## config.mk

```make
export PLATFORM = sky130hd
export DESIGN_NAME = memory_access_stage_flat
export DESIGN_NICKNAME = d
export VERILOG_FILES = /design/src/rtl/memory_access_stage_pkg.sv /design/src/rtl/memory_access_stage_if.sv /design/src/rtl/memory_access_stage_data_memory.sv /design/src/rtl/memory_access_stage.sv /design/src/flat_wrapper.sv
export SDC_FILE = /design/constraint.sdc
export NUM_CORES = 2
export LEC_CHECK = 0
export BUFFER_PORTS_ARGS = -buffer_cell sky130_fd_sc_hd__buf_2
export CORE_MARGIN = 10
export CORE_UTILIZATION = 40
export CTS_CLUSTER_DIAMETER = 120
export DETAILED_ROUTE_END_ITERATION = 8
export GPL_TIMING_DRIVEN = 1
export PLACE_DENSITY = 0.62
export RECOVER_POWER = 25
export SYNTH_ARGS = -nofsm -noshare
export SYNTH_HDL_FRONTEND = slang
export SYNTH_SLANG_ARGS = --single-unit
```

## constraint.sdc

```tcl
create_clock -name clk -period 4.4 [get_ports clk]
set_input_delay 0.66 -clock clk [delete_from_list [all_inputs] [get_ports clk]]
set_output_delay 0.66 -clock clk [all_outputs]
set_load 0.1 [all_outputs]
```

## src/rtl/memory_access_stage_pkg.sv

```systemverilog
// Shared processor types for the EX/MEM and MEM/WB pipeline registers.
// The field widths and the bubble constants are defined here.
package memory_access_stage_pkg;

  localparam int unsigned DATA_W = 32;
  localparam int unsigned REG_W  = 5;

  typedef struct packed {
    logic              regWrite;
    logic              memToReg;
    logic              memWrite;
    logic [DATA_W-1:0] aluOut;
    logic [DATA_W-1:0] writeData;
    logic [REG_W-1:0]  writeReg;
  } exMemT;

  typedef struct packed {
    logic              regWrite;
    logic              memToReg;
    logic [DATA_W-1:0] readData;
    logic [DATA_W-1:0] aluOut;
    logic [REG_W-1:0]  writeReg;
  } memWbT;

  localparam exMemT EX_MEM_BUBBLE = '0;
  localparam memWbT MEM_WB_BUBBLE = '0;

endpackage

```

## src/rtl/memory_access_stage_if.sv

```systemverilog
// Execute-side inputs, hazard controls and M/W outputs of the memory stage.
// The master modport belongs to the upstream pipeline; the stage uses slave.
interface memory_access_stage_if;
  import memory_access_stage_pkg::*;

  logic              regWriteE;
  logic              memToRegE;
  logic              memWriteE;
  logic [DATA_W-1:0] AluOutE;
  logic [DATA_W-1:0] writeDataE;
  logic [REG_W-1:0]  writeRegE;
  logic              stallM;
  logic              flushM;

  logic              regWriteM;
  logic [DATA_W-1:0] aluOutM;
  logic [REG_W-1:0]  writeRegM;
  logic              regWriteW;
  logic              memToRegW;
  logic [DATA_W-1:0] readDataW;
  logic [DATA_W-1:0] aluOutW;
  logic [REG_W-1:0]  writeRegW;
  logic [DATA_W-1:0] resultW;

  modport master (
    output regWriteE, memToRegE, memWriteE, AluOutE, writeDataE, writeRegE,
    output stallM, flushM,
    input  regWriteM, aluOutM, writeRegM,
    input  regWriteW, memToRegW, readDataW, aluOutW, writeRegW, resultW
  );

  modport slave (
    input  regWriteE, memToRegE, memWriteE, AluOutE, writeDataE, writeRegE,
    input  stallM, flushM,
    output regWriteM, aluOutM, writeRegM,
    output regWriteW, memToRegW, readDataW, aluOutW, writeRegW, resultW
  );

endinterface

```

## src/rtl/memory_access_stage_data_memory.sv

```systemverilog
// Word-addressed data memory: combinational read, write on rising clk.
// A read of the word being written returns the old contents.
module data_memory
  import memory_access_stage_pkg::*;
#(
  parameter int unsigned DEPTH = 64,
  parameter int unsigned AW    = 6
) (
  input  logic              clk,
  input  logic              we,
  input  logic [AW-1:0]     addr,
  input  logic [DATA_W-1:0] wd,
  output logic [DATA_W-1:0] rd
);

  logic [DATA_W-1:0] mem [DEPTH];

  always_ff @(posedge clk) begin
    if (we) mem[addr] <= wd;
  end

  assign rd = mem[addr];

endmodule

```

## src/rtl/memory_access_stage.sv

```systemverilog
// MEM pipeline stage: EX/MEM register, data memory access, MEM/WB register
// and the writeback result mux.
module memory_access_stage
  import memory_access_stage_pkg::*;
#(
  parameter int unsigned DEPTH = 64,
  parameter int unsigned AW    = 6
) (
  input  logic                 clk,
  input  logic                 reset,
  memory_access_stage_if.slave bus
);

  exMemT             exMem;
  memWbT             memWb;
  logic [DATA_W-1:0] readDataM;
  logic [AW-1:0]     wordAddr;
  logic              memWe;

  // Stall takes priority over flush: the held M instruction must not be lost.
  always_ff @(posedge clk or posedge reset) begin
    if (reset) begin
      exMem <= EX_MEM_BUBBLE;
    end else if (!bus.stallM) begin
      if (bus.flushM) begin
        exMem <= EX_MEM_BUBBLE;
      end else begin
        exMem <= '{regWrite:  bus.regWriteE,
                   memToReg:  bus.memToRegE,
                   memWrite:  bus.memWriteE,
                   aluOut:    bus.AluOutE,
                   writeData: bus.writeDataE,
                   writeReg:  bus.writeRegE};
      end
    end
  end

  always_ff @(posedge clk or posedge reset) begin
    if (reset) begin
      memWb <= MEM_WB_BUBBLE;
    end else if (bus.stallM) begin
      memWb <= MEM_WB_BUBBLE;
    end else begin
      memWb <= '{regWrite: exMem.regWrite,
                 memToReg: exMem.memToReg,
                 readData: readDataM,
                 aluOut:   exMem.aluOut,
                 writeReg: exMem.writeReg};
    end
  end

  // Byte offset and bits above the array size are dropped, so addresses wrap.
  assign wordAddr = exMem.aluOut[AW+1:2];
  assign memWe    = exMem.memWrite & ~bus.stallM & ~reset;

  data_memory #(
    .DEPTH (DEPTH),
    .AW    (AW)
  ) u_dataMemory (
    .clk  (clk),
    .we   (memWe),
    .addr (wordAddr),
    .wd   (exMem.writeData),
    .rd   (readDataM)
  );

  assign bus.regWriteM = exMem.regWrite;
  assign bus.aluOutM   = exMem.aluOut;
  assign bus.writeRegM = exMem.writeReg;

  assign bus.regWriteW = memWb.regWrite;
  assign bus.memToRegW = memWb.memToReg;
  assign bus.readDataW = memWb.readData;
  assign bus.aluOutW   = memWb.aluOut;
  assign bus.writeRegW = memWb.writeReg;
  assign bus.resultW   = memWb.memToReg ? memWb.readData : memWb.aluOut;

endmodule

```

## src/flat_wrapper.sv

```systemverilog
// flat-port wrapper written by rule: the top's interface ports become plain ports
module memory_access_stage_flat import memory_access_stage_pkg::*;
#(
  parameter int unsigned DEPTH = 64,
  parameter int unsigned AW    = 6
)
  (clk, reset, bus_regWriteE, bus_memToRegE, bus_memWriteE, bus_AluOutE, bus_writeDataE, bus_writeRegE, bus_stallM, bus_flushM, bus_regWriteM, bus_aluOutM, bus_writeRegM, bus_regWriteW, bus_memToRegW, bus_readDataW, bus_aluOutW, bus_writeRegW, bus_resultW);
  memory_access_stage_if bus_i ();
  input  logic clk;
  input  logic reset;
  input wire logic [$bits(bus_i.regWriteE)-1:0] bus_regWriteE;
  input wire logic [$bits(bus_i.memToRegE)-1:0] bus_memToRegE;
  input wire logic [$bits(bus_i.memWriteE)-1:0] bus_memWriteE;
  input wire logic [$bits(bus_i.AluOutE)-1:0] bus_AluOutE;
  input wire logic [$bits(bus_i.writeDataE)-1:0] bus_writeDataE;
  input wire logic [$bits(bus_i.writeRegE)-1:0] bus_writeRegE;
  input wire logic [$bits(bus_i.stallM)-1:0] bus_stallM;
  input wire logic [$bits(bus_i.flushM)-1:0] bus_flushM;
  output wire logic [$bits(bus_i.regWriteM)-1:0] bus_regWriteM;
  output wire logic [$bits(bus_i.aluOutM)-1:0] bus_aluOutM;
  output wire logic [$bits(bus_i.writeRegM)-1:0] bus_writeRegM;
  output wire logic [$bits(bus_i.regWriteW)-1:0] bus_regWriteW;
  output wire logic [$bits(bus_i.memToRegW)-1:0] bus_memToRegW;
  output wire logic [$bits(bus_i.readDataW)-1:0] bus_readDataW;
  output wire logic [$bits(bus_i.aluOutW)-1:0] bus_aluOutW;
  output wire logic [$bits(bus_i.writeRegW)-1:0] bus_writeRegW;
  output wire logic [$bits(bus_i.resultW)-1:0] bus_resultW;
  assign bus_i.regWriteE = bus_regWriteE;
  assign bus_i.memToRegE = bus_memToRegE;
  assign bus_i.memWriteE = bus_memWriteE;
  assign bus_i.AluOutE = bus_AluOutE;
  assign bus_i.writeDataE = bus_writeDataE;
  assign bus_i.writeRegE = bus_writeRegE;
  assign bus_i.stallM = bus_stallM;
  assign bus_i.flushM = bus_flushM;
  assign bus_regWriteM = bus_i.regWriteM;
  assign bus_aluOutM = bus_i.aluOutM;
  assign bus_writeRegM = bus_i.writeRegM;
  assign bus_regWriteW = bus_i.regWriteW;
  assign bus_memToRegW = bus_i.memToRegW;
  assign bus_readDataW = bus_i.readDataW;
  assign bus_aluOutW = bus_i.aluOutW;
  assign bus_writeRegW = bus_i.writeRegW;
  assign bus_resultW = bus_i.resultW;
  memory_access_stage #(.DEPTH(DEPTH), .AW(AW)) u_core (.clk(clk), .reset(reset), .bus(bus_i));
endmodule
```

; ---- Yosys cells after proc, flatten, opt, wreduce, memory -nomap -nowiden
; Memories as Yosys holds them, arrays and structs flattened.
; Cells that the tools add are included.
[word_totals]
rom_bits = 0
regBits = 143
latch_bits = 0
mem_bits_rw = 2048
out_inout_bits = 141
n_memories = 1
in_bits = 76
[classes]
eq_ne = 0
n_lt_le_gt_ge = 0
n_shift = 0
n_reduce_logical = 0
mul = 0
muxes = 5
div_mod_pow = 0
bitwise = 4
addsub = 0
[memory_table]
columns = name, words, width, read_ports, rd_ports_with_merged_regs, wr, line
row1 = u_core.u_dataMemory.mem, 64, 32, 1, 0, 1, memory_access_stage_data_memory.sv:16  ; logic [DATA_W-1:0] mem [DEPTH];
[op_table]
columns = cell, count
row1 = two-way mux 72 bit, 1
row2 = two-way mux 71 bit, 1
row3 = two-way mux 32 bit, 1
row4 = bitwise AND 1 bit, 2
row5 = two-way mux 1 bit, 2
row6 = inverter 1 bit, 2

; ---- Depth between registers and ports, before layout
[logic_depth]
depth_word = 5
mapped_depth = 10

; ---- Hierarchy
; A second synthesis with hierarchy kept.
[hier_totals]
cells_unflattened = 4594
area_unflattened_um2 = 83804.1
[modules_own_cells]
columns = mod, area_per_inst_um2, instances, cells_each
row1 = data_memory, 78287.6, 1, 4207
row2 = memory_access_stage, 5516.5, 1, 387

; ---- Worst setup path after synthesis
; No wires, ideal clock.
[synth_timing]
path_kind = reg-to-reg
from = register u_core.exMem, in the netlist u_core.bus.aluOutM[4]
to = memory u_core.u_dataMemory.mem[15][0], enable pin
path_buffers = 5
setup_ns = 0.421
period_less_slack_ns = 3.480
slack_ns = 0.920
path_stages_with_launch = 9
arrival_ns = 3.059
required_ns = 3.979
path_cell_list = dfrtp_1 buf_4 buf_2 buf_4 buf_2 buf_2 and2_1 nand2_1 nor2_1
[synth_lines]
columns = item, line
row1 = "start, declared", memory_access_stage.sv:14  ; exMemT exMem;
row2 = "start signal, assigned", memory_access_stage.sv:28  ; exMem <= '{regWrite: bus.regWriteE,
row3 = "end, declared", memory_access_stage_data_memory.sv:16
; Straight into the memory's write port.

; ---- Worst setup path after layout
[layout_timing]
from = register u_core.exMem, in the netlist u_core.bus.aluOutM[5]
to = register u_core.memWb, in the netlist u_core.bus.readDataW[26]
[layout_between]
elab_chain_len = 2
[layout_rtl]
columns = item, line
row1 = memory read (64 x 32 bit), n/a
row2 = two-way mux 71 bit, memory_access_stage.sv:41  ; end else if (bus.stallM) begin
row3 = "end signal, assigned", memory_access_stage.sv:44  ; memWb <= '{regWrite: exMem.regWrite,
row4 = "end, declared", memory_access_stage.sv:15  ; memWbT memWb;
; No other way between the ends.
; A chain may end at the register's enable or synchronous reset.

==> impl_metrics.toml <==
[timing]
grt_setup_unrepaired = "no"
report.final.setup_viol = 0
fmax_ghz = 0.253
relSlewSlack_pct = -140
hold_viol = 0
skew_ns = 0.0256
period_needed_ns = 3.95
finalSetupTns_ns = 0
slew_viol_final = 1309
worstMarginPinSlew_ns = 3.60
period_share_pct = 89.9

[setup_path]
rr_startpoint = "u_core.bus.aluOutM[5]$_DFFE_PP0N_"
cp_max_fo = 18
path_depth = 4
path_cells = "nand3_2, buf_4, o21ai_0, o41a_1"
crit_end = "u_core.bus.readDataW[26]$_DFF_PP0_"
critPathBufInv = 1
critical_path_class = "reg -> reg"
cp_slowest_stage_delay_ns = 1.11
r2r-end = "u_core.bus.readDataW[26]$_DFF_PP0_"
reg2regPathDepth = 4
critPathRequiredTime_ns = 5.18
rrSetupSlack_ns = 0.45
slowest_stage = "o21ai_0"
endpoint_kind = "flip-flop"
crit_family = "compound AO/OA/AOI/OAI gates"
crit_start = "u_core.bus.aluOutM[5]$_DFFE_PP0N_"
cp-start-kind = "flip-flop"
crit_arrival_ns = 4.73

[routing]
vias_per_cell = 6.19
wirelength_um = 249000
routedWlPerCell_um = 32.0
drc_errors = 0
vias = 48300
drt-pass1-iter-count = 8
drt-initial-drc-count = 6689
drtAntennaViolNets = 0

[logic_synthesis]
synth_nets = 4661
yosysTopAreaCell = "edfxtp_1"
ys_top_cells_by_count = "edfxtp_1, a221oi_1, mux2i_1"
netlist_area_um2 = 82900
synth_top_area_share_pct = 74.2
ys_types = 56
synthTopCellsByArea = "edfxtp_1, dfrtp_1, a221oi_1"
synth_edf_count = 2048
yosys_warnings = 0
ys_seq_area_share_pct = 78.5
async_reset_ff_share_pct = 6.53
ys_seq_elements = 2191
netlist_instances = 4585
synth.avg_cell_area_um2 = 18.1
synth_most_common_cell = "edfxtp_1"
synth_flop_cell = "edfxtp_1"

[grt]
antenna_found_initial = 10
track_usage_pct = 21.4
grt_pass1_vias = 46900
grt_max_degree = 124
grt_pass1_wl_um = 352000
grt_overflow = 0

[clock_network]
postCtsSetupBuffers = 0
cts_tree = "done"
h-tree-depth = 4
clockRootBuffer = "clkbuf_16"
cts_resized = 0
insertion_delay_ns = 0.86
cts_sinks = 2191
ctsHoldBuffers = 57
cts_buffer_depth = 3
numCtsBuffers = 206
path_clk_slew_ns = 0.06

[placed_design]
hpwl_um = 147000
dp_cells = 7355
port-buffer-count = 216
gp_congestion = 0.889
place_area_um2 = 88500

[floorplan]
num_io_pins = 217
start_util_pct = 40.1
die_x_um = 475
dieHeight_um = 475
die-area_um2 = 226000
row_count = 167
core_um2 = 207000

[cells_and_area]
drive_gt1_share_pct = 19.7
syn_to_final_growth_pct = 15.6
fin_area_um2 = 95900
stdcell_count = 7808
layout.nets = 4992

[pwr]
power_leakage_nw = 30.9
p_per_area_nw_per_um2 = 477
peakVddDrop_v = 0.000324

[outcome]
outcome = "finished with violations"
violations = "max-capacitance violations, max-slew violations"

[min_path]
hold_path_depth = 2
hold_path.class = "in -> reg"

[flow_run]
maxCapViolations = 19
[layout make-up]
| cell class | count | area, µm² |
|---|---|---|
| fillers | 17200 | 111000 |
| inverters | 6 | 33.8 |
| diodes | 6 | 15.0 |
| flip-flops and latches | 2191 | 65100 |
| multi-input cells | 1999 | 16500 |
| clock inverters | 127 | 1240 |
| clock buffers | 263 | 5640 |
| well taps | 2704 | 3380 |
| repair buffers | 512 | 3980 |
[power breakdown]
part | switching (W) | total, W | internal [W]
clock network | 0.00774 | 0.0180 | 0.0103
logic | 0.00317 | 0.00425 | 0.00109
registers | 0.000345 | 0.0235 | 0.0231
total | 0.0113 | 0.0458 | 0.0345
[worst min-delay path by stage]
| stage | slack, ns | start | to |
|---|---|---|---|
| finish | 0.05 | bus_AluOutE[2] | u_core.bus.aluOutM[2]$_DFFE_PP0N_ |
| global route | 0.04 | bus_AluOutE[2] | u_core.bus.aluOutM[2]$_DFFE_PP0N_ |
| CTS | 0.0006 | bus_AluOutE[30] | u_core.bus.aluOutM[30]$_DFFE_PP0N_ |
| detailed placement | 0.49 | u_core.exMem[70]$_DFFE_PP0N_ | u_core.exMem[70]$_DFFE_PP0N_ |
| global placement | 0.48 | u_core.exMem[70]$_DFFE_PP0N_ | u_core.bus.memToRegW$_DFF_PP0_ |
| floorplan | 0.47 | u_core.exMem[70]$_DFFE_PP0N_ | u_core.bus.memToRegW$_DFF_PP0_ |
[state kept, by name, summed over array words and instances (netlist names)]
name and flops:
u_core.exMem 34, u_core.bus.aluOutW 32, u_core.u_dataMemory.mem 2048, u_core.bus.memToRegW 1
u_core.bus.readDataW 32, u_core.bus.writeRegM 5, u_core.bus.regWriteW 1, u_core.bus.writeRegW 5
u_core.bus.regWriteM 1, u_core.bus.aluOutM 32
[layout by cell type, fill, tap and decap left out, drive strengths merged, types with 23 or more instances in the layout]
cell type | netlist | routed
mux2i | 226 | 226
nand2 | 38 | 38
a222oi | 25 | 25
edfxtp | 2048 | 2048
o21ai | 155 | 155
buf | 234 | 432
mux2 | 70 | 70
mux4 | 69 | 69
a22o | 134 | 134
clkinv | 0 | 95
o211ai | 24 | 24
nor2 | 216 | 216
nand3 | 28 | 28
dfrtp | 143 | 143
nor2b | 47 | 47
clkbuf | 155 | 286
a21oi | 88 | 88
a221oi | 394 | 394
dlygate4sd3 | 0 | 57
o41a | 23 | 23
o22ai | 97 | 97
a22oi | 204 | 204
[metal layers]
metal  up-vias  GRT usage [%]  wire (µm)  part of all wire [%]
met1     25000           29.3      97100                    39
met3       445           4.81      27100                    11
met4        10           7.16       8720                   3.5
li1      19800              -          -                     -
met5         -          0.273        125                 0.050
met2      3081           33.8     116000                    47
[stage by stage]
step / power [W] / setup WS [ns] / hold WS (ns) / util, %
6_report: 0.0458 / 0.445 / 0.0486 / 46.4
5_1_grt: 0.0469 / 0.515 / 0.0357 / 46.4
4_1_cts: 0.0459 / 0.640 / 0.000635 / 46.4
3_5_place_dp: 0.0280 / 0.666 / 0.491 / 42.8
3_3_place_gp: 0.0280 / 0.629 / 0.483 / 42.8
2_1_floorplan: 0.0264 / 0.920 / 0.466 / -
[cells by family after synthesis]
| logic type | after synthesis | synth area share (%) |
|---|---|---|
| AOI/OAI and AO/OA | 1245 | 11.5 |
| DFF | 2191 | 78.5 |
| muxes | 365 | 5.56 |
| and+or+nand+nor | 389 | 2.12 |
| buffers and inverters | 395 | 2.33 |
Note: power is estimated with default switching activity, not from simulation.
